$ cat config.mk
export PLATFORM = sky130hd
export DESIGN_NAME = mc_issue_scheduler_flat
export DESIGN_NICKNAME = d
export VERILOG_FILES = /design/src/rtl/mc_issue_scheduler_if.sv /design/src/rtl/mc_issue_scheduler.sv /design/src/flat_wrapper.sv
export SDC_FILE = /design/constraint.sdc
export NUM_CORES = 1
export LEC_CHECK = 0
export ABC_CLOCK_PERIOD_IN_PS = 4200
export BUFFER_PORTS_ARGS = -buffer_cell sky130_fd_sc_hd__buf_2
export CAP_MARGIN = 10
export CORE_MARGIN = 1
export CORE_UTILIZATION = 60
export CTS_CLUSTER_DIAMETER = 120
export DETAILED_ROUTE_END_ITERATION = 12
export PLACE_DENSITY = 0.85
export SYNTH_ARGS = -nofsm -noshare
export SYNTH_HDL_FRONTEND = slang
export SYNTH_SLANG_ARGS = --single-unit
$ cat constraint.sdc
create_clock -name clk -period 4.2 [get_ports clk]
set_input_delay 0.21 -clock clk [delete_from_list [all_inputs] [get_ports clk]]
set_output_delay 0.21 -clock clk [all_outputs]
set_load 0.1 [all_outputs]
$ cat src/rtl/mc_issue_scheduler_if.sv
// mc_issue_scheduler_if: thread issue request/grant handshake and multi-cycle writeback report.
interface mc_issue_scheduler_if #(
    parameter int THREADS = 4
);
    localparam int TW = (THREADS > 1) ? $clog2(THREADS) : 1;
    logic [THREADS-1:0] ts_request;
    logic [THREADS-1:0] ts_is_multicycle;
    logic [THREADS-1:0] issue_grant;
    logic               issue_valid;
    logic               issue_is_multicycle;
    logic [THREADS-1:0] mc_busy;
    logic               mc_wb_valid;
    logic [TW-1:0]      mc_wb_thread;
    modport master (
        output ts_request, ts_is_multicycle,
        input  issue_grant, issue_valid, issue_is_multicycle, mc_busy, mc_wb_valid, mc_wb_thread
    );
    modport slave (
        input  ts_request, ts_is_multicycle,
        output issue_grant, issue_valid, issue_is_multicycle, mc_busy, mc_wb_valid, mc_wb_thread
    );
endinterface

$ cat src/rtl/mc_issue_scheduler.sv
// mc_issue_scheduler: round-robin issue arbiter with writeback-slot reservation and per-thread multi-cycle caps.
// Optional statistics counters are enabled by defining MC_ISSUE_STATS_EN.
module mc_issue_scheduler #(
    parameter int THREADS      = 4,
    parameter int LONG_LAT     = 5,
    parameter int SHORT_LAT    = 1,
    parameter int MAX_INFLIGHT = 2
) (
    input logic                 clk,
    input logic                 reset,
    mc_issue_scheduler_if.slave sched
`ifdef MC_ISSUE_STATS_EN
    ,
    output logic [31:0]         stat_grant_count,
    output logic [31:0]         stat_wb_conflict_count,
    output logic [31:0]         stat_inflight_stall_count
`endif
);
    localparam int TW = (THREADS > 1) ? $clog2(THREADS) : 1;

    logic [LONG_LAT:1]  res_q, res_d, mc_q, mc_d;
    logic [TW-1:0]      tid_q [1:LONG_LAT];
    logic [TW-1:0]      tid_d [1:LONG_LAT];
    logic [2:0]         inflight_q [THREADS];
    logic [2:0]         inflight_d [THREADS];
    logic [TW-1:0]      rr_ptr_q, rr_ptr_d;
    logic               mc_wb_valid_q;
    logic [TW-1:0]      mc_wb_thread_q;
    logic [THREADS-1:0] mc_busy_q, mc_busy_d;
    logic [THREADS-1:0] wb_blk, cap_blk, elig, inc, dec;
    logic [LONG_LAT:0]  lat_set;
    logic [TW-1:0]      win;
    logic               found, issue, mc_issue, retire;

    always_comb begin
        for (int t = 0; t < THREADS; t++) begin
            wb_blk[t]  = sched.ts_is_multicycle[t] ? res_q[LONG_LAT] : res_q[SHORT_LAT];
            cap_blk[t] = sched.ts_is_multicycle[t] && (inflight_q[t] >= 3'(MAX_INFLIGHT));
            elig[t]    = sched.ts_request[t] && !wb_blk[t] && !cap_blk[t];
        end
    end

    // Search starts just past the last winner so every thread gets a turn.
    always_comb begin
        found = 1'b0;
        win   = rr_ptr_q;
        for (int i = 1; i <= THREADS; i++) begin
            if (!found && elig[(int'(rr_ptr_q) + i) % THREADS]) begin
                found = 1'b1;
                win   = TW'((int'(rr_ptr_q) + i) % THREADS);
            end
        end
    end

    assign issue    = found && !reset;
    assign mc_issue = issue && sched.ts_is_multicycle[win];
    assign retire   = res_q[1] && mc_q[1];
    assign rr_ptr_d = issue ? win : rr_ptr_q;

    assign sched.issue_grant         = issue ? (THREADS'(1) << win) : '0;
    assign sched.issue_valid         = issue;
    assign sched.issue_is_multicycle = mc_issue;
    assign sched.mc_busy             = mc_busy_q;
    assign sched.mc_wb_valid         = mc_wb_valid_q;
    assign sched.mc_wb_thread        = mc_wb_thread_q;

    // A latency-L grant lands in slot L-1 after the edge; a latency-1 op needs no stored slot.
    always_comb begin
        lat_set = '0;
        lat_set[mc_issue ? LONG_LAT : SHORT_LAT] = issue;
        res_d = {1'b0, res_q[LONG_LAT:2] | lat_set[LONG_LAT:2]};
        mc_d  = {1'b0, mc_q[LONG_LAT:2]};
        mc_d[LONG_LAT-1] = mc_d[LONG_LAT-1] | mc_issue;
        for (int k = 1; k < LONG_LAT; k++) tid_d[k] = tid_q[k+1];
        tid_d[LONG_LAT] = '0;
        if (mc_issue) tid_d[LONG_LAT-1] = win;
    end

    always_comb begin
        for (int t = 0; t < THREADS; t++) begin
            inc[t]        = mc_issue && (win == TW'(t));
            dec[t]        = retire && (tid_q[1] == TW'(t));
            inflight_d[t] = inflight_q[t] + {2'b0, inc[t]} - {2'b0, dec[t]};
            mc_busy_d[t]  = inflight_d[t] != 3'd0;
        end
    end

    always_ff @(posedge clk) begin
        if (reset) begin
            res_q          <= '0;
            mc_q           <= '0;
            tid_q          <= '{default: '0};
            inflight_q     <= '{default: '0};
            rr_ptr_q       <= TW'(THREADS - 1);
            mc_wb_valid_q  <= 1'b0;
            mc_wb_thread_q <= '0;
            mc_busy_q      <= '0;
        end else begin
            res_q          <= res_d;
            mc_q           <= mc_d;
            tid_q          <= tid_d;
            inflight_q     <= inflight_d;
            rr_ptr_q       <= rr_ptr_d;
            mc_wb_valid_q  <= retire;
            mc_wb_thread_q <= retire ? tid_q[1] : mc_wb_thread_q;
            mc_busy_q      <= mc_busy_d;
        end
    end

`ifdef MC_ISSUE_STATS_EN
    logic [31:0] grant_cnt_q, conflict_cnt_q, stall_cnt_q;
    logic        conflict, stall;

    assign conflict = |(sched.ts_request & wb_blk & ~cap_blk);
    assign stall    = |(sched.ts_request & cap_blk & ~wb_blk);

    always_ff @(posedge clk) begin
        if (reset) begin
            grant_cnt_q    <= '0;
            conflict_cnt_q <= '0;
            stall_cnt_q    <= '0;
        end else begin
            grant_cnt_q    <= grant_cnt_q + {31'b0, issue};
            conflict_cnt_q <= conflict_cnt_q + {31'b0, conflict};
            stall_cnt_q    <= stall_cnt_q + {31'b0, stall};
        end
    end

    assign stat_grant_count          = grant_cnt_q;
    assign stat_wb_conflict_count    = conflict_cnt_q;
    assign stat_inflight_stall_count = stall_cnt_q;
`endif
endmodule
$ cat src/flat_wrapper.sv
// flat-port wrapper written by rule: the top's interface ports become plain ports
module mc_issue_scheduler_flat 
#(
    parameter int THREADS      = 4,
    parameter int LONG_LAT     = 5,
    parameter int SHORT_LAT    = 1,
    parameter int MAX_INFLIGHT = 2
)
  (clk, reset, sched_ts_request, sched_ts_is_multicycle, sched_issue_grant, sched_issue_valid, sched_issue_is_multicycle, sched_mc_busy, sched_mc_wb_valid, sched_mc_wb_thread);
  mc_issue_scheduler_if #(.THREADS(THREADS)) sched_i ();
  input logic clk;
  input logic reset;
  input wire logic [$bits(sched_i.ts_request)-1:0] sched_ts_request;
  input wire logic [$bits(sched_i.ts_is_multicycle)-1:0] sched_ts_is_multicycle;
  output wire logic [$bits(sched_i.issue_grant)-1:0] sched_issue_grant;
  output wire logic [$bits(sched_i.issue_valid)-1:0] sched_issue_valid;
  output wire logic [$bits(sched_i.issue_is_multicycle)-1:0] sched_issue_is_multicycle;
  output wire logic [$bits(sched_i.mc_busy)-1:0] sched_mc_busy;
  output wire logic [$bits(sched_i.mc_wb_valid)-1:0] sched_mc_wb_valid;
  output wire logic [$bits(sched_i.mc_wb_thread)-1:0] sched_mc_wb_thread;
  assign sched_i.ts_request = sched_ts_request;
  assign sched_i.ts_is_multicycle = sched_ts_is_multicycle;
  assign sched_issue_grant = sched_i.issue_grant;
  assign sched_issue_valid = sched_i.issue_valid;
  assign sched_issue_is_multicycle = sched_i.issue_is_multicycle;
  assign sched_mc_busy = sched_i.mc_busy;
  assign sched_mc_wb_valid = sched_i.mc_wb_valid;
  assign sched_mc_wb_thread = sched_i.mc_wb_thread;
  mc_issue_scheduler #(.THREADS(THREADS), .LONG_LAT(LONG_LAT), .SHORT_LAT(SHORT_LAT), .MAX_INFLIGHT(MAX_INFLIGHT)) u_core (.clk(clk), .reset(reset), .sched(sched_i));
endmodule
Word-level counts from Yosys, hierarchy flattened:

Index checks and enable logic that the tools add are counted.

* output and inout bits: 13
* bits of input ports: 10
* register bits: 39
* word-level logic and storage cells: 133

* bitwise operators: 7
* shift-type cells: 1
* $add $sub $neg: 12
* mux-type cells: 31
* $lt $le $gt $ge: 11
* reduce and logical (&&, ||, !) cells: 49
* eq/ne operators: 6

Operators by type and width (number)
* >= comparator 32 x 1 -> 1 bit (second input constant): 1
* less-than comparator 32 x 5 -> 1 bit (second input constant): 1
* logical AND 1 bit: 27
* two-way mux 1 bit: 18
* less-than comparator 3 x 4 -> 1 bit (second input constant): 4
* adder 3 x 1 -> 3 bit: 4
* >= comparator 3 x 2 -> 1 bit (second input constant): 4
* zero test 1 bit: 12
* nonzero test 3 bit: 4
* subtractor 3 x 1 -> 3 bit: 4
* binary-select mux 1 bit (select 2 bit): 5
* two-way mux 2 bit: 5
* equality test 2 bit (second input constant): 4
* OR reduction 2 bit: 4
* AND 6 bit: 1
* adder 2 x 1 -> 2 bit (second input constant): 2
* adder 2 bit (second input constant): 2
* AND 1 bit (first input constant): 4
* equality test 2 x 1 -> 1 bit (second input constant): 2
* zero test 2 bit: 2
* two-way mux 4 bit: 1
* bitwise OR 4 bit: 1
* left shift 1 x 2 -> 4 bit (first input constant): 1
* demux 1 bit (select 3 bit): 1
* other kinds (3): 3

Depth between registers and ports, before layout:

Gate-level depths: netlist (run 1).

* word-level depth: 27
* mapped depth: 13
* gate-level depth less buffers: 13

Worst setup path after synthesis (run 1):

Ideal clock, no wire load.

* path type: register to register
* start point: register u_core.inflight_q[1] in the netlist's numbering
* end point: register u_core.mc_busy_q[1], in the netlist u_core.sched.mc_busy[1]
* stages on the path, launching flop included: 13
* setup slack: -1.926 ns
* data arrival time: 5.995 ns
* required time: 4.069 ns
* period minus slack after synthesis: 6.126 ns
* path through: dfxtp_1 -> inv_1 -> ha_1 -> and2_1 -> o21ai_4 -> a31oi_1 -> nor3b_1 -> and2_1 -> ha_1 -> inv_1 -> fa_1 -> xnor2_1 -> a31oi_1

* elaborated cells between the ends (all ways): 39

RTL lines
* start, declared: RTL line mc_issue_scheduler.sv:24 `logic [2:0] inflight_q [THREADS];`
* start signal, assigned: RTL line mc_issue_scheduler.sv:102 `inflight_q <= inflight_d;`
* >= comparator 3 x 2 -> 1 bit *: RTL line mc_issue_scheduler.sv:38 `cap_blk[t] = sched.ts_is_multicycle[t] && (inflight_q[t] >= 3'(MAX_INFLIGHT));`
* logical AND 1 bit *: RTL line mc_issue_scheduler.sv:38
* zero test 1 bit *: RTL line mc_issue_scheduler.sv:39 `elig[t] = sched.ts_request[t] && !wb_blk[t] && !cap_blk[t];`
* logical AND 1 bit *: RTL line mc_issue_scheduler.sv:39
* binary-select mux 1 bit (select 2 bit): RTL line mc_issue_scheduler.sv:48 `if (!found && elig[(int'(rr_ptr_q) + i) % THREADS]) begin`
* two-way mux 1 bit (implied by the code) (2 in series): RTL line mc_issue_scheduler.sv:48
* two-way mux 1 bit: RTL line mc_issue_scheduler.sv:48
* zero test 1 bit: RTL line mc_issue_scheduler.sv:48
* (+7 left out)
* two-way mux 1 bit *: RTL line mc_issue_scheduler.sv:48
* logical AND 1 bit *: RTL line mc_issue_scheduler.sv:55 `assign issue = found && !reset;`
* named net sched_issue_valid: RTL line flat_wrapper.sv:16 `output wire logic [$bits(sched_i.issue_valid)-1:0] sched_issue_valid;`
* logical AND 1 bit *: RTL line mc_issue_scheduler.sv:56 `assign mc_issue = issue && sched.ts_is_multicycle[win];`
* logical AND 1 bit *: RTL line mc_issue_scheduler.sv:81 `inc[t] = mc_issue && (win == TW'(t));`
* adder 3 x 1 -> 3 bit *: RTL line mc_issue_scheduler.sv:83 `inflight_d[t] = inflight_q[t] + {2'b0, inc[t]} - {2'b0, dec[t]};`
* subtractor 3 x 1 -> 3 bit *: RTL line mc_issue_scheduler.sv:83
* nonzero test 3 bit *: RTL line mc_issue_scheduler.sv:84 `mc_busy_d[t] = inflight_d[t] != 3'd0;`
* end signal, assigned: RTL line mc_issue_scheduler.sv:106 `mc_busy_q <= mc_busy_d;`
* end, declared: RTL line mc_issue_scheduler.sv:29 `logic [THREADS-1:0] mc_busy_q, mc_busy_d;`

Mark *: on every way through the listed nets, which the timed path passes. The rest lies on a longest branch. The select of a mux whose other input is x is not followed.
A chain may end at the register's enable or synchronous reset.

Worst setup path after layout (run 1):

* start point: register u_core.inflight_q[7] in the netlist's numbering
* end point: output sched_issue_is_multicycle

* longest elaborated chain between the ends: 20
* elaborated cells between the ends (all ways): 34

Ends and longest elaborated chain
* >= comparator 3 x 2 -> 1 bit *: RTL line mc_issue_scheduler.sv:38
* logical AND 1 bit *: RTL line mc_issue_scheduler.sv:38
* zero test 1 bit *: RTL line mc_issue_scheduler.sv:39
* logical AND 1 bit *: RTL line mc_issue_scheduler.sv:39
* binary-select mux 1 bit (select 2 bit): RTL line mc_issue_scheduler.sv:48
* two-way mux 1 bit (implied by the code) (2 in series): RTL line mc_issue_scheduler.sv:48
* two-way mux 1 bit: RTL line mc_issue_scheduler.sv:48
* zero test 1 bit: RTL line mc_issue_scheduler.sv:48
* (+3 left out)
* logical AND 1 bit: RTL line mc_issue_scheduler.sv:48
* two-way mux 1 bit: RTL line mc_issue_scheduler.sv:48
* zero test 1 bit: RTL line mc_issue_scheduler.sv:48
* logical AND 1 bit: RTL line mc_issue_scheduler.sv:48
* two-way mux 2 bit: RTL line mc_issue_scheduler.sv:48
* binary-select mux 1 bit (select 2 bit): RTL line mc_issue_scheduler.sv:56
* two-way mux 1 bit (implied by the code): RTL line mc_issue_scheduler.sv:56
* logical AND 1 bit *: RTL line mc_issue_scheduler.sv:56
* end, declared: RTL line flat_wrapper.sv:17 `output wire logic [$bits(sched_i.issue_is_multicycle)-1:0] sched_issue_is_multicycle;`

Mark *: on every way between the ends. The rest lies on a longest branch, timed or not. The select of a mux whose other input is x is not followed.

==> summary.md, run 1 <==
| Metric | Value |
|---|---|
| Core Region | 0.00254 sq mm |
| Die X | 54.7 um |
| Synth cell types | 36 |
| Critical Path End | sched_issue_is_multicycle |
| Portion of total power attributed to the clock network | 26.6% |
| Critical-path cell with the highest stage delay | a2111oi_4 |
| Static Leak | 0.832 nW |
| Std-Cell Rows | 18 |
| Synthesized cell area | 0.00166 sq mm |
| Post-cts repair resize count | 0 |
| Time the worst path needs with I/O delays and setup | 3.32 ns |
| Critical Path Source | u_core.inflight_q[7] |
| Number of gates on the worst path with buffers counted | 9 |
| Maximum net fanout on the critical path | 9 |
| Most instantiated cells after synthesis | dfxtp_1, inv_1, nor2_1 |
| Clock latency at the later pin of the worst-skew pair | 0.33 ns |
| Final setup TNS | 0 ns |
| CP Launch Type | flip-flop |
| Yosys warning count | 0 |
| Library cell with the highest instance count after synthesis | dfxtp_1 |
| End of the worst register-to-register path | u_core.sched.mc_busy[2] |
| Residual DRC | 0 |
| Proportion of synthesized flip-flops having asynchronous set or reset | 0% |
| Type of the tightest min-delay check | input port to flip-flop |
| P_int | 0.000499 W |
| Switching Share | 33.2% |
| Global router's overall resource usage | 24.1% |
| Setup violations, final | 0 |
| Vertical die dimension | 54.7 um |
| TritonCTS Buffers | 5 |
| Logic gate share of total power | 23.0% |
| Max Slew Vio Count | 0 |
| Arr. time, crit path | 3.11 ns |
| Initial Util | 65.4% |
| Number of endpoints with negative hold slack in the final report | 0 |
| Number of vias after detailed routing | 1226 |
| Layout cells sized above 1 | 21.2% |
| Sum of routed wire length over all layers | 2950 um |
| Crit-path cells | inv_1, ha_1, and2_1, o21ai_2, o22ai_2, a2111oi_4, mux2i_1, o2bb2ai_1, buf_2 |
| Number of instances in the synthesized netlist | 171 |
| Antenna viol nets, final | 0 |
| Largest net degree at the start of global routing | 36 |
| Detailed-routed wire length on met2 | 1410 um |
| Number of design-rule violations left by the first detailed-router iteration | 17 |
| Max-cap viol count | 0 |
| Kind of end point of the critical path | output pin |
| Clock-pin transition on the worst setup and hold timing paths | 0.11 ns |
| Clock H-tree levels | 2 |
| Final nets | 223 |
| Clock skew | 0.00977 ns |
| Post-DP HPWL | 2210 um |
| Metal3 WL | 156 um |
| Vias in the first global route | 1119 |
| Largest delay share family, worst path | compound AO/OA/AOI/OAI gates |
| Drt wl/cell | 12.9 um |
| Share of the synthesized area in the top cell type | 44.5% |
| Seq cells post-synth | 37 |
| Detailed-route vias per instance | 5.38 |
| Net count after synthesis | 197 |
| Share of the clock period used by the worst path | 79.0% |
| Number of enable flip-flop cells after synthesis | 0 |
| Cell area after placement | 0.00182 sq mm |
| Slowest cell delay on critical path | 0.69 ns |
| Maximum buffer depth of the clock tree | 2 |
| Min-Delay Path Depth | 3 |
| GRT Residual Overflow | 0 |
| Peak supply drop | 0.423 mV |
| Die area | 0.00299 sq mm |
| Area added between synthesis and finish | 13.2% |
| Maximum clock rate | 0.301 GHz |
| Hold-fix buffers at CTS | 0 |
| Startpoint of the worst register-to-register path | u_core.inflight_q[7] |
| Initial antenna violation count | 0 |
| I/O pin total | 23 |
| Required time worst endpoint | 3.99 ns |
| Most common flop cell mapped by yosys | dfxtp_1 |
| Areal power density over the cells | 397 mW/mm^2 |
| Sequential element share of the synthesized area | 44.5% |
| Highest signal layer in the routed design | met4 |
| Net load switching power | 0.000248 W |
| Final Total Pwr | 0.000748 W |
| Proportion of power drawn by flip-flops and latches | 50.5% |
| Count of clock tree sinks | 37 |
| Top cell type by total area after synthesis | dfxtp_1 |
| Post-layout instance area | 0.00188 sq mm |
| Most area-consuming cells after synthesis | dfxtp_1, ha_1, nor2b_1 |
| Port buffer count | 22 |
| Post-CTS setup buffer count | 0 |
| Worst hold slack | 0.265 ns |
| Relative slew slack | 55.8% |
| TritonCTS clock tree | done |
| Status | finished clean |
| Post-synthesis area per instance | 9.73 sq um |
| Flop2flop setup slack | 0.97 ns |
| First-pass GRT wire length | 4770 um |
| Critical path buffers and inverters | 2 |
| Gpl congestion | 0.854 |
| Clock root cell | clkbuf_4 |
| Detailed Routing Iterations Pass 1 | 4 |
| Antenna Diode Count | 0 |
| Wire length on met1 | 1330 um |
| Transition time at the pin with the least slew margin | 0.662 ns |
| Share of the core filled with cells | 74.0% |
| Category of the most critical setup path | flip-flop to output pin |
| RSZ-0062 raised after global routing | false |
| Number of cells on the worst reg-to-reg path | 12 |
## cell type report
| type | instances | area (sq um) |
|---|---|---|
| multi-input cells | 107 | 840 |
| flip-flops and latches | 37 | 741 |
| fillers | 197 | 662 |
| repair buffers | 22 | 110 |
| inverters | 24 | 90.1 |
| clock buffers | 6 | 51.3 |
| well taps | 30 | 37.5 |
| clock inverters | 2 | 13.8 |
## stage by stage
step                      setup slack [ns]  cells
after global routing                 0.637    228
final                                0.881    228
after detailed placement              1.00    220
after global placement                1.16    220
after floorplan                      0.109    171
after CTS                            0.865    228
## metal layers
metal / up-vias / track usage [%]
met4: 0 / 10.3
met2: 41 / 41.0
met3: 6 / 7.78
li1: 603 / -
met5: - / 0
met1: 576 / 27.3
## cell usage in the layout, fill, tap and decap left out, types with 2 or more instances in the layout
master / Yosys / final
o21a_1: 3 / 3
nand3_1: 2 / 2
nor2b_1: 18 / 18
dfxtp_1: 37 / 37
nor3b_1: 3 / 2
buf_2: 0 / 22
nand2_1: 5 / 5
fa_1: 4 / 4
and2_1: 4 / 4
nor3_1: 5 / 5
a21oi_1: 5 / 5
ha_1: 12 / 12
nor2_1: 19 / 19
o2bb2ai_1: 3 / 3
clkbuf_4: 0 / 5
inv_1: 24 / 24
xor2_1: 3 / 3
## power groups by stage
stage / registers (W) / logic [W] / clock network (W)
final: 0.000377 / 0.000172 / 0.000199
after detailed placement: 0.000385 / 0.000171 / 0
after floorplan: 0.000407 / 0.000119 / 0
after global placement: 0.000385 / 0.000167 / 0
after CTS: 0.000377 / 0.000172 / 0.000202
after global routing: 0.000380 / 0.000183 / 0.000221
## kinds of logic after synthesis
kind of cell | share of synthesized area (%)
compound gates | 11.7
xor+xnor | 2.11
flops | 44.5
mux | 2.18
simple gates | 19.6
buf+inv | 6.09
fa+ha+maj | 13.8
## sequential cells by signal, indices dropped and copies added (netlist names)
name	cells
u_core.inflight_q	12
u_core.res_q	4
u_core.sched.mc_wb_thread	2
u_core.mc_q	4
u_core.tid_q	2
u_core.sched.mc_busy	4
u_core.rr_ptr_q	2
u_core.sched.mc_wb_valid	1
u_core.tid_d	6
## worst reg2reg max path, delay by kind of cell (launching register included)
| kind | cells | cell delay [ns] |
|---|---|---|
| AO/OA/AOI/OAI | 4 | 1.17 |
| flip-flops | 1 | 0.38 |
| adder cells (fa/ha/maj) | 3 | 0.83 |
| buffers and inverters | 2 | 0.22 |
| AND/OR/NAND/NOR | 3 | 0.49 |
## how the worst min path moves through the flow
stage	endpoint	slack (ns)	start
detailed placement	u_core.tid_d[8]	0.42	u_core.tid_d[6]
floorplan	u_core.mc_q[1]	0.28	reset
global route	u_core.mc_q[4]	0.26	sched_ts_is_multicycle[0]
global placement	u_core.res_q[2]	0.42	u_core.res_q[3]
finish	u_core.tid_d[5]	0.27	sched_ts_is_multicycle[2]
CTS	u_core.tid_d[5]	0.26	sched_ts_is_multicycle[2]
No activity file was read; power rests on OpenSTA's default activity.
==> run 2: changes to the inputs <==
--- a/config.mk
+++ b/config.mk
@@ -5,14 +5,15 @@
 export SDC_FILE = /design/constraint.sdc
 export NUM_CORES = 1
 export LEC_CHECK = 0
-export ABC_CLOCK_PERIOD_IN_PS = 4200
+export ABC_AREA = 1
+export ABC_CLOCK_PERIOD_IN_PS = 3350
 export BUFFER_PORTS_ARGS = -buffer_cell sky130_fd_sc_hd__buf_2
 export CAP_MARGIN = 10
 export CORE_MARGIN = 1
-export CORE_UTILIZATION = 60
+export CORE_UTILIZATION = 57
 export CTS_CLUSTER_DIAMETER = 120
 export DETAILED_ROUTE_END_ITERATION = 12
-export PLACE_DENSITY = 0.85
+export PLACE_DENSITY = 0.8
 export SYNTH_ARGS = -nofsm -noshare
 export SYNTH_HDL_FRONTEND = slang
 export SYNTH_SLANG_ARGS = --single-unit
==> constraint.sdc (replaced) <==
create_clock -name clk -period 3.35 [get_ports clk]
set_input_delay 0.1675 -clock clk [delete_from_list [all_inputs] [get_ports clk]]
set_output_delay 0.1675 -clock clk [all_outputs]
set_load 0.1 [all_outputs]
==> summary.md, run 2 <==
| Metric | Value |
|---|---|
| Library cell with the highest instance count after synthesis | inv_1 (was dfxtp_1) |
| Net count after synthesis | 285 (was 197) |
| CP Launch Type | flip-flop (unchanged) |
| Crit-path cells | inv_1, ha_1, inv_1, nand2_1, nand4_1, nand3_1, nand2_1, nand4_1, nand2_2, nand2_1, nand2_1, nand2_2, nand2_4, nor2_2, ha_1, fa_1, xnor2_1, o31ai_1, inv_1 (was inv_1, ha_1, and2_1, o21ai_2, o22ai_2, a2111oi_4, mux2i_1, o2bb2ai_1, buf_2) |
| Synth cell types | 21 (was 36) |
| Final nets | 311 (was 223) |
| Global router's overall resource usage | 22.1% (was 24.1%) |
| Startpoint of the worst register-to-register path | u_core.inflight_q[1] (was u_core.inflight_q[7]) |
| TritonCTS Buffers | 5 (unchanged) |
| Register ranked first by flip-flop count | u_core.inflight_q (unchanged) |
| Core Region | 0.00313 sq mm (was 0.00254 sq mm) |
| Post-cts repair resize count | 0 (unchanged) |
| Antenna Diode Count | 0 (unchanged) |
| Number of endpoints with negative hold slack in the final report | 0 (unchanged) |
| Setup violations, final | 0 (unchanged) |
| Antenna viol nets, final | 0 (unchanged) |
| Share of the synthesized area in the top cell type | 38.3% (was 44.5%) |
| Max Slew Vio Count | 0 (unchanged) |
| Yosys warning count | 0 (unchanged) |
| Count of clock tree sinks | 37 (unchanged) |
| Initial antenna violation count | 0 (unchanged) |
| Clock H-tree levels | 2 (unchanged) |
| Required time worst endpoint | 3.59 ns (was 3.99 ns) |
| Initial Util | 61.8% (was 65.4%) |
| Sequential element share of the synthesized area | 38.3% (was 44.5%) |
| Proportion of synthesized flip-flops having asynchronous set or reset | 0% (unchanged) |
| Maximum net fanout on the critical path | 6 (was 9) |
| Time the worst path needs with I/O delays and setup | 2.97 ns |
| Largest net degree at the start of global routing | 32 (was 36) |
| Cell mode on critical path | nand2_1 |
| First-pass GRT wire length | 5760 um (was 4770 um) |
| Critical Path End | u_core.sched.mc_busy[3] (was sched_issue_is_multicycle) |
| Vertical die dimension | 60.2 um (was 54.7 um) |
| Detailed Routing Iterations Pass 1 | 4 (unchanged) |
| Layout cells sized above 1 | 17.2% (was 21.2%) |
| I/O pin total | 23 (unchanged) |
| Number of cells on the worst reg-to-reg path | 19 (was 12) |
| Synthesized cell area | 0.00193 sq mm (was 0.00166 sq mm) |
| Final setup TNS | 0 ns (unchanged) |
| Top cell type by total area after synthesis | dfxtp_1 (unchanged) |
| Sum of routed wire length over all layers | 3460 um (was 2950 um) |
| Drt wl/cell | 10.5 um (was 12.9 um) |
| Clock latency at the later pin of the worst-skew pair | 0.35 ns (was 0.33 ns) |
| Area added between synthesis and finish | 11.1% (was 13.2%) |
| Most common flop cell mapped by yosys | dfxtp_1 (unchanged) |
| Clock-pin transition on the worst setup and hold timing paths | 0.11 ns (about the same) |
| Most area-consuming cells after synthesis | dfxtp_1, inv_1, ha_1 (was dfxtp_1, ha_1, nor2b_1) |
| Number of vias after detailed routing | 1569 (was 1226) |
| Max-cap viol count | 0 (unchanged) |
| Detailed-route vias per instance | 4.77 (was 5.38) |
| Kind of end point of the critical path | flip-flop (was output pin) |
| Critical-path cell with the highest stage delay | fa_1 (was a2111oi_4) |
| Status | finished clean (unchanged) |
| Share of the clock period used by the worst path | 88.7% |
| TritonCTS clock tree | done (unchanged) |
| Critical Path Source | u_core.inflight_q[1] (was u_core.inflight_q[7]) |
| GRT Residual Overflow | 0 (unchanged) |
| Category of the most critical setup path | flip-flop to flip-flop (was flip-flop to output pin) |
| Maximum clock rate | 0.337 GHz |
| Clock skew | 0.00867 ns (was 0.00977 ns) |
| Vias in the first global route | 1351 (was 1119) |
| Most instantiated cells after synthesis | inv_1, dfxtp_1, nand2_1, nor2_1, nand3_1 (was dfxtp_1, inv_1, nor2_1) |
| Type of the tightest min-delay check | input port to flip-flop (unchanged) |
| End of the worst register-to-register path | u_core.sched.mc_busy[3] (was u_core.sched.mc_busy[2]) |
| Maximum buffer depth of the clock tree | 2 (unchanged) |
| Number of design-rule violations left by the first detailed-router iteration | 106 (was 17) |
| Flop2flop setup slack | 0.38 ns (was 0.97 ns) |
| Die area | 0.00363 sq mm (was 0.00299 sq mm) |
| Std-Cell Rows | 20 (was 18) |
| Slowest cell delay on critical path | 0.38 ns (was 0.69 ns) |
| Transition time at the pin with the least slew margin | 0.492 ns (was 0.662 ns) |
| Residual DRC | 0 (unchanged) |
| Port buffer count | 22 (unchanged) |
| Arr. time, crit path | 3.21 ns (was 3.11 ns) |
| Relative slew slack | 67.4% (was 55.8%) |
| Hold-fix buffers at CTS | 0 (unchanged) |
| Seq cells post-synth | 37 (unchanged) |
| Gpl congestion | 0.931 (was 0.854) |
| Clock root cell | clkbuf_4 (unchanged) |
| Top library cells by usage in the layout, fill and taps aside | inv_1, dfxtp_1, nand2_1, nor2_1, nand3_1 (was dfxtp_1, inv_1, buf_2) |
| Number of instances in the synthesized netlist | 259 (was 171) |
| Post-synthesis area per instance | 7.46 sq um (was 9.73 sq um) |
| Post-CTS setup buffer count | 0 (unchanged) |
| Number of flip-flops in the largest register | 12 (unchanged) |
| Number of enable flip-flop cells after synthesis | 0 (unchanged) |
| RSZ-0062 raised after global routing | false (unchanged) |
| Die X | 60.2 um (was 54.7 um) |
| Commonest non-fill, non-tap cell in the layout | inv_1 (was dfxtp_1) |
| Post-DP HPWL | 2650 um (was 2210 um) |
## run 2: per-layer routing
metal | vias up | global-route usage [%] | part of all wire (%)
li1 | 840 | - | -
met1 | 678 | 28.3 | 47
met2 | 47 | 33.8 | 45
met3 | 4 | 6.71 | 5.8
met4 | 0 | 10.6 | 1.4
met5 | - | 0 | 0
## run 2: kinds of logic after synthesis
group           Yosys count  share of synthesized area (%)
buf+inv                  73                           14.4
fa+ha+maj                16                           11.9
compound gates            8                           2.53
simple gates            120                           30.6
xor+xnor                  5                           2.27
flops                    37                           38.3
## run 2: critical path, delay by kind of cell (launching register included)
kind                       cells  cell delay [ns]
AOI/OAI and AO/OA              1             0.24
xor gates and xnor gates       1             0.15
adders and majority gates      3             0.76
buffers and inverters          3             0.22
DFF                            1             0.35
and+or+nand+nor               11             1.14
## run 2: worst min-delay path by stage
stage	startpoint	to	slack, ns	cells past startpoint
finish	reset	u_core.rr_ptr_q[1]	0.17	4
global route	reset	u_core.rr_ptr_q[1]	0.16	4
CTS	reset	u_core.rr_ptr_q[1]	0.16	4
detailed placement	u_core.res_q[2]	u_core.res_q[1]	0.39	2
global placement	u_core.mc_q[2]	u_core.mc_q[1]	0.39	2
floorplan	reset	u_core.sched.mc_busy[0]	0.34	3
## run 2: metrics by stage
stage               instances  cell area, sq um  utilization, %  hold WS [ns]  worst slack (ns)
finish                    329              2150            68.6         0.169             0.380
global route              329              2150            68.6         0.165            0.0797
CTS                       329              2140            68.6         0.163             0.305
detailed placement        322              2090            66.7         0.395             0.396
global placement          322              2090            66.7         0.390             0.434
floorplan                 259              1930               -         0.338           0.00680
## run 2: final cells by class
class | count | area (sq um)
tap | 44 | 55.1
fill | 290 | 982
multi-input combinational | 149 | 913
inverter | 69 | 259
clock inverter | 1 | 7.51
sequential | 37 | 742
timing repair buffer | 23 | 118
clock buffer | 6 | 51.3
Power of run 2 is left out: the tool's default activity adds up to more than one toggle a clock period on the data nets, which glitch-free logic cannot reach.
==> run 3: changes to the inputs <==
--- a/config.mk
+++ b/config.mk
@@ -9,8 +9,10 @@
 export ABC_CLOCK_PERIOD_IN_PS = 3350
 export BUFFER_PORTS_ARGS = -buffer_cell sky130_fd_sc_hd__buf_2
 export CAP_MARGIN = 10
+export CELL_PAD_IN_SITES_DETAIL_PLACEMENT = 2
+export CELL_PAD_IN_SITES_GLOBAL_PLACEMENT = 2
 export CORE_MARGIN = 1
-export CORE_UTILIZATION = 57
+export CORE_UTILIZATION = 33
 export CTS_CLUSTER_DIAMETER = 120
 export DETAILED_ROUTE_END_ITERATION = 12
 export PLACE_DENSITY = 0.8
==> constraint.sdc (replaced) <==
create_clock -name clk -period 3.35 [get_ports clk]
set_input_delay 0.335 -clock clk [delete_from_list [all_inputs] [get_ports clk]]
set_output_delay 0.335 -clock clk [all_outputs]
set_load 0.1 [all_outputs]
==> summary.md, run 3 (synthesis gave the netlist of run 2 again) <==
| Metric | Value |
|---|---|
| Number of endpoints with negative hold slack in the final report | 0 (unchanged) |
| Clock latency at the later pin of the worst-skew pair | 0.28 ns (was 0.35 ns) |
| Cell area after placement | 0.00214 sq mm (was 0.00209 sq mm) |
| Status | finished clean (unchanged) |
| Max Slew Vio Count | 0 (unchanged) |
| Maximum clock rate | 0.331 GHz (was 0.337 GHz) |
| Final nets | 312 (was 311) |
| Top library cells by usage in the layout, fill and taps aside | inv_1, dfxtp_1, nand2_1 (was inv_1, dfxtp_1, nand2_1, nor2_1, nand3_1) |
| Residual DRC | 0 (unchanged) |
| Port buffer count | 22 (unchanged) |
| Initial Util | 34.7% (was 61.8%) |
| GRT Residual Overflow | 0 (unchanged) |
| Required time worst endpoint | 3.52 ns (was 3.59 ns) |
| RSZ-0062 raised after global routing | false (unchanged) |
| Post-cts repair resize count | 0 (unchanged) |
| Max-cap viol count | 0 (unchanged) |
| Vias in the first global route | 1692 (was 1351) |
| Share of the clock period used by the worst path | 90.2% (was 88.7%) |
| Antenna viol nets, final | 0 (unchanged) |
| Final Worst Setup Slack | 0.329 ns (was 0.380 ns) |
| I/O pin total | 23 (unchanged) |
| Final setup TNS | 0 ns (unchanged) |
| Core Region | 0.00557 sq mm (was 0.00313 sq mm) |
| Transition time at the pin with the least slew margin | 0.504 ns (was 0.492 ns) |
| Die X | 78.5 um (was 60.2 um) |
| Arr. time, crit path | 3.19 ns (was 3.21 ns) |
| Detailed-route vias per instance | 4.59 (was 4.77) |
| Clock skew | 0.00484 ns (was 0.00867 ns) |
| Largest net degree at the start of global routing | 32 (unchanged) |
| Maximum net fanout on the critical path | 7 (was 6) |
| Number of vias after detailed routing | 1642 (was 1569) |
| Relative slew slack | 66.6% (was 67.4%) |
| Kind of end point of the critical path | flip-flop (unchanged) |
| Detailed Routing Iterations Pass 1 | 4 (unchanged) |
| Std-Cell Rows | 27 (was 20) |
| Clock-pin transition on the worst setup and hold timing paths | 0.07 ns (was 0.11 ns) |
| Post-layout instance area | 0.00223 sq mm (was 0.00215 sq mm) |
| Setup violations, final | 0 (unchanged) |
| Sum of routed wire length over all layers | 4740 um (was 3460 um) |
| Register ranked first by flip-flop count | u_core.inflight_q (unchanged) |
| First-pass GRT wire length | 8050 um (was 5760 um) |
| Antenna Diode Count | 0 (unchanged) |
| Category of the most critical setup path | flip-flop to flip-flop (unchanged) |
| Layout cells sized above 1 | 18.2% (was 17.2%) |
| Gpl congestion | 0.799 (was 0.931) |
| Number of flip-flops in the largest register | 12 (unchanged) |
| Type of the tightest min-delay check | flip-flop to flip-flop (was input port to flip-flop) |
| Hold-fix buffers at CTS | 0 (unchanged) |
| Initial antenna violation count | 0 (unchanged) |
| TritonCTS clock tree | done (unchanged) |
| Vertical die dimension | 78.5 um (was 60.2 um) |
| TritonCTS Buffers | 5 (unchanged) |
| CP Launch Type | flip-flop (unchanged) |
| Area added between synthesis and finish | 15.3% (was 11.1%) |
| Number of design-rule violations left by the first detailed-router iteration | 34 (was 106) |
| Worst hold slack | 0.405 ns (was 0.169 ns) |
| Number of cells on the worst reg-to-reg path | 17 (was 19) |
| Global router's overall resource usage | 17.1% (was 22.1%) |
| Post-DP HPWL | 3810 um (was 2650 um) |
| Min-Delay Path Depth | 2 (was 4) |
| Time the worst path needs with I/O delays and setup | 3.02 ns (was 2.97 ns) |
| Clock root cell | clkbuf_8 (was clkbuf_4) |
| Post-CTS setup buffer count | 0 (unchanged) |
| Clock H-tree levels | 2 (unchanged) |
| Fill cells | 691 (was 290) |
| Commonest non-fill, non-tap cell in the layout | inv_1 (unchanged) |
| Drt wl/cell | 13.2 um (was 10.5 um) |
| Die area | 0.00616 sq mm (was 0.00363 sq mm) |
| Count of clock tree sinks | 37 (unchanged) |
| Maximum buffer depth of the clock tree | 2 (unchanged) |
| Worst slack after detailed placement | 0.312 ns (was 0.396 ns) |
run 3: cell count changes in the layout (fill, tap and decap cells not counted):
cell        change
clkbuf_4        -5
clkbuf_8        +5
nor2_1          -3
nor2_2          +3
buf_4           +1
clkbuf_1        +1
clkinvlp_4      -1
dfxtp_1         +1
dfxtp_2         -1
nor3_1          -1
nor3_2          +1
run 3: final cells by class:
type	count	area, sq um	share of cell area, %
multi-input cells	149	926	41.6
flip-flops and latches	37	741	33.3
inverters	69	259	11.6
repair buffers	24	125	5.62
well taps	72	90.1	4.04
clock buffers	7	86.3	3.88
run 3: final timing paths:
check                             from                      end  slack [ns]
hold reg to reg         u_core.mc_q[2]           u_core.mc_q[1]        0.40
setup / recovery  u_core.inflight_q[7]  u_core.sched.mc_busy[0]        0.33
hold / removal          u_core.mc_q[2]           u_core.mc_q[1]        0.40
setup reg to reg  u_core.inflight_q[7]  u_core.sched.mc_busy[0]        0.33
run 3: routing by layer:
layer | wire, um | GRT usage [%]
met2 | 2400 | 30.4
met5 | 0 | 0
met3 | 104 | 3.02
met4 | 50 | 5.00
met1 | 2180 | 20.7
run 3: worst max-delay path, cell delays in order (launching register included):
cell and delay, ns:
dfxtp_1 0.36, inv_1 0.05, ha_1 0.19, inv_1 0.07
nand2_1 0.08, nand4_1 0.12, nand3_1 0.17, nand2_4 0.17
nand2_1 0.06, nand2_1 0.07, nand2_2 0.08, nand2_2 0.15
inv_1 0.12, nor3_1 0.25, ha_1 0.20, fa_1 0.42
o31ai_1 0.27, inv_1 0.07
run 3: per-stage QoR:
step           util (%)  std cells
3_5_place_dp       38.3        351
4_1_cts            39.9        358
5_1_grt            40.0        358
2_1_floorplan         -        259
6_report           40.0        358
3_3_place_gp       38.3        351
Power of run 3 is left out for the same reason.
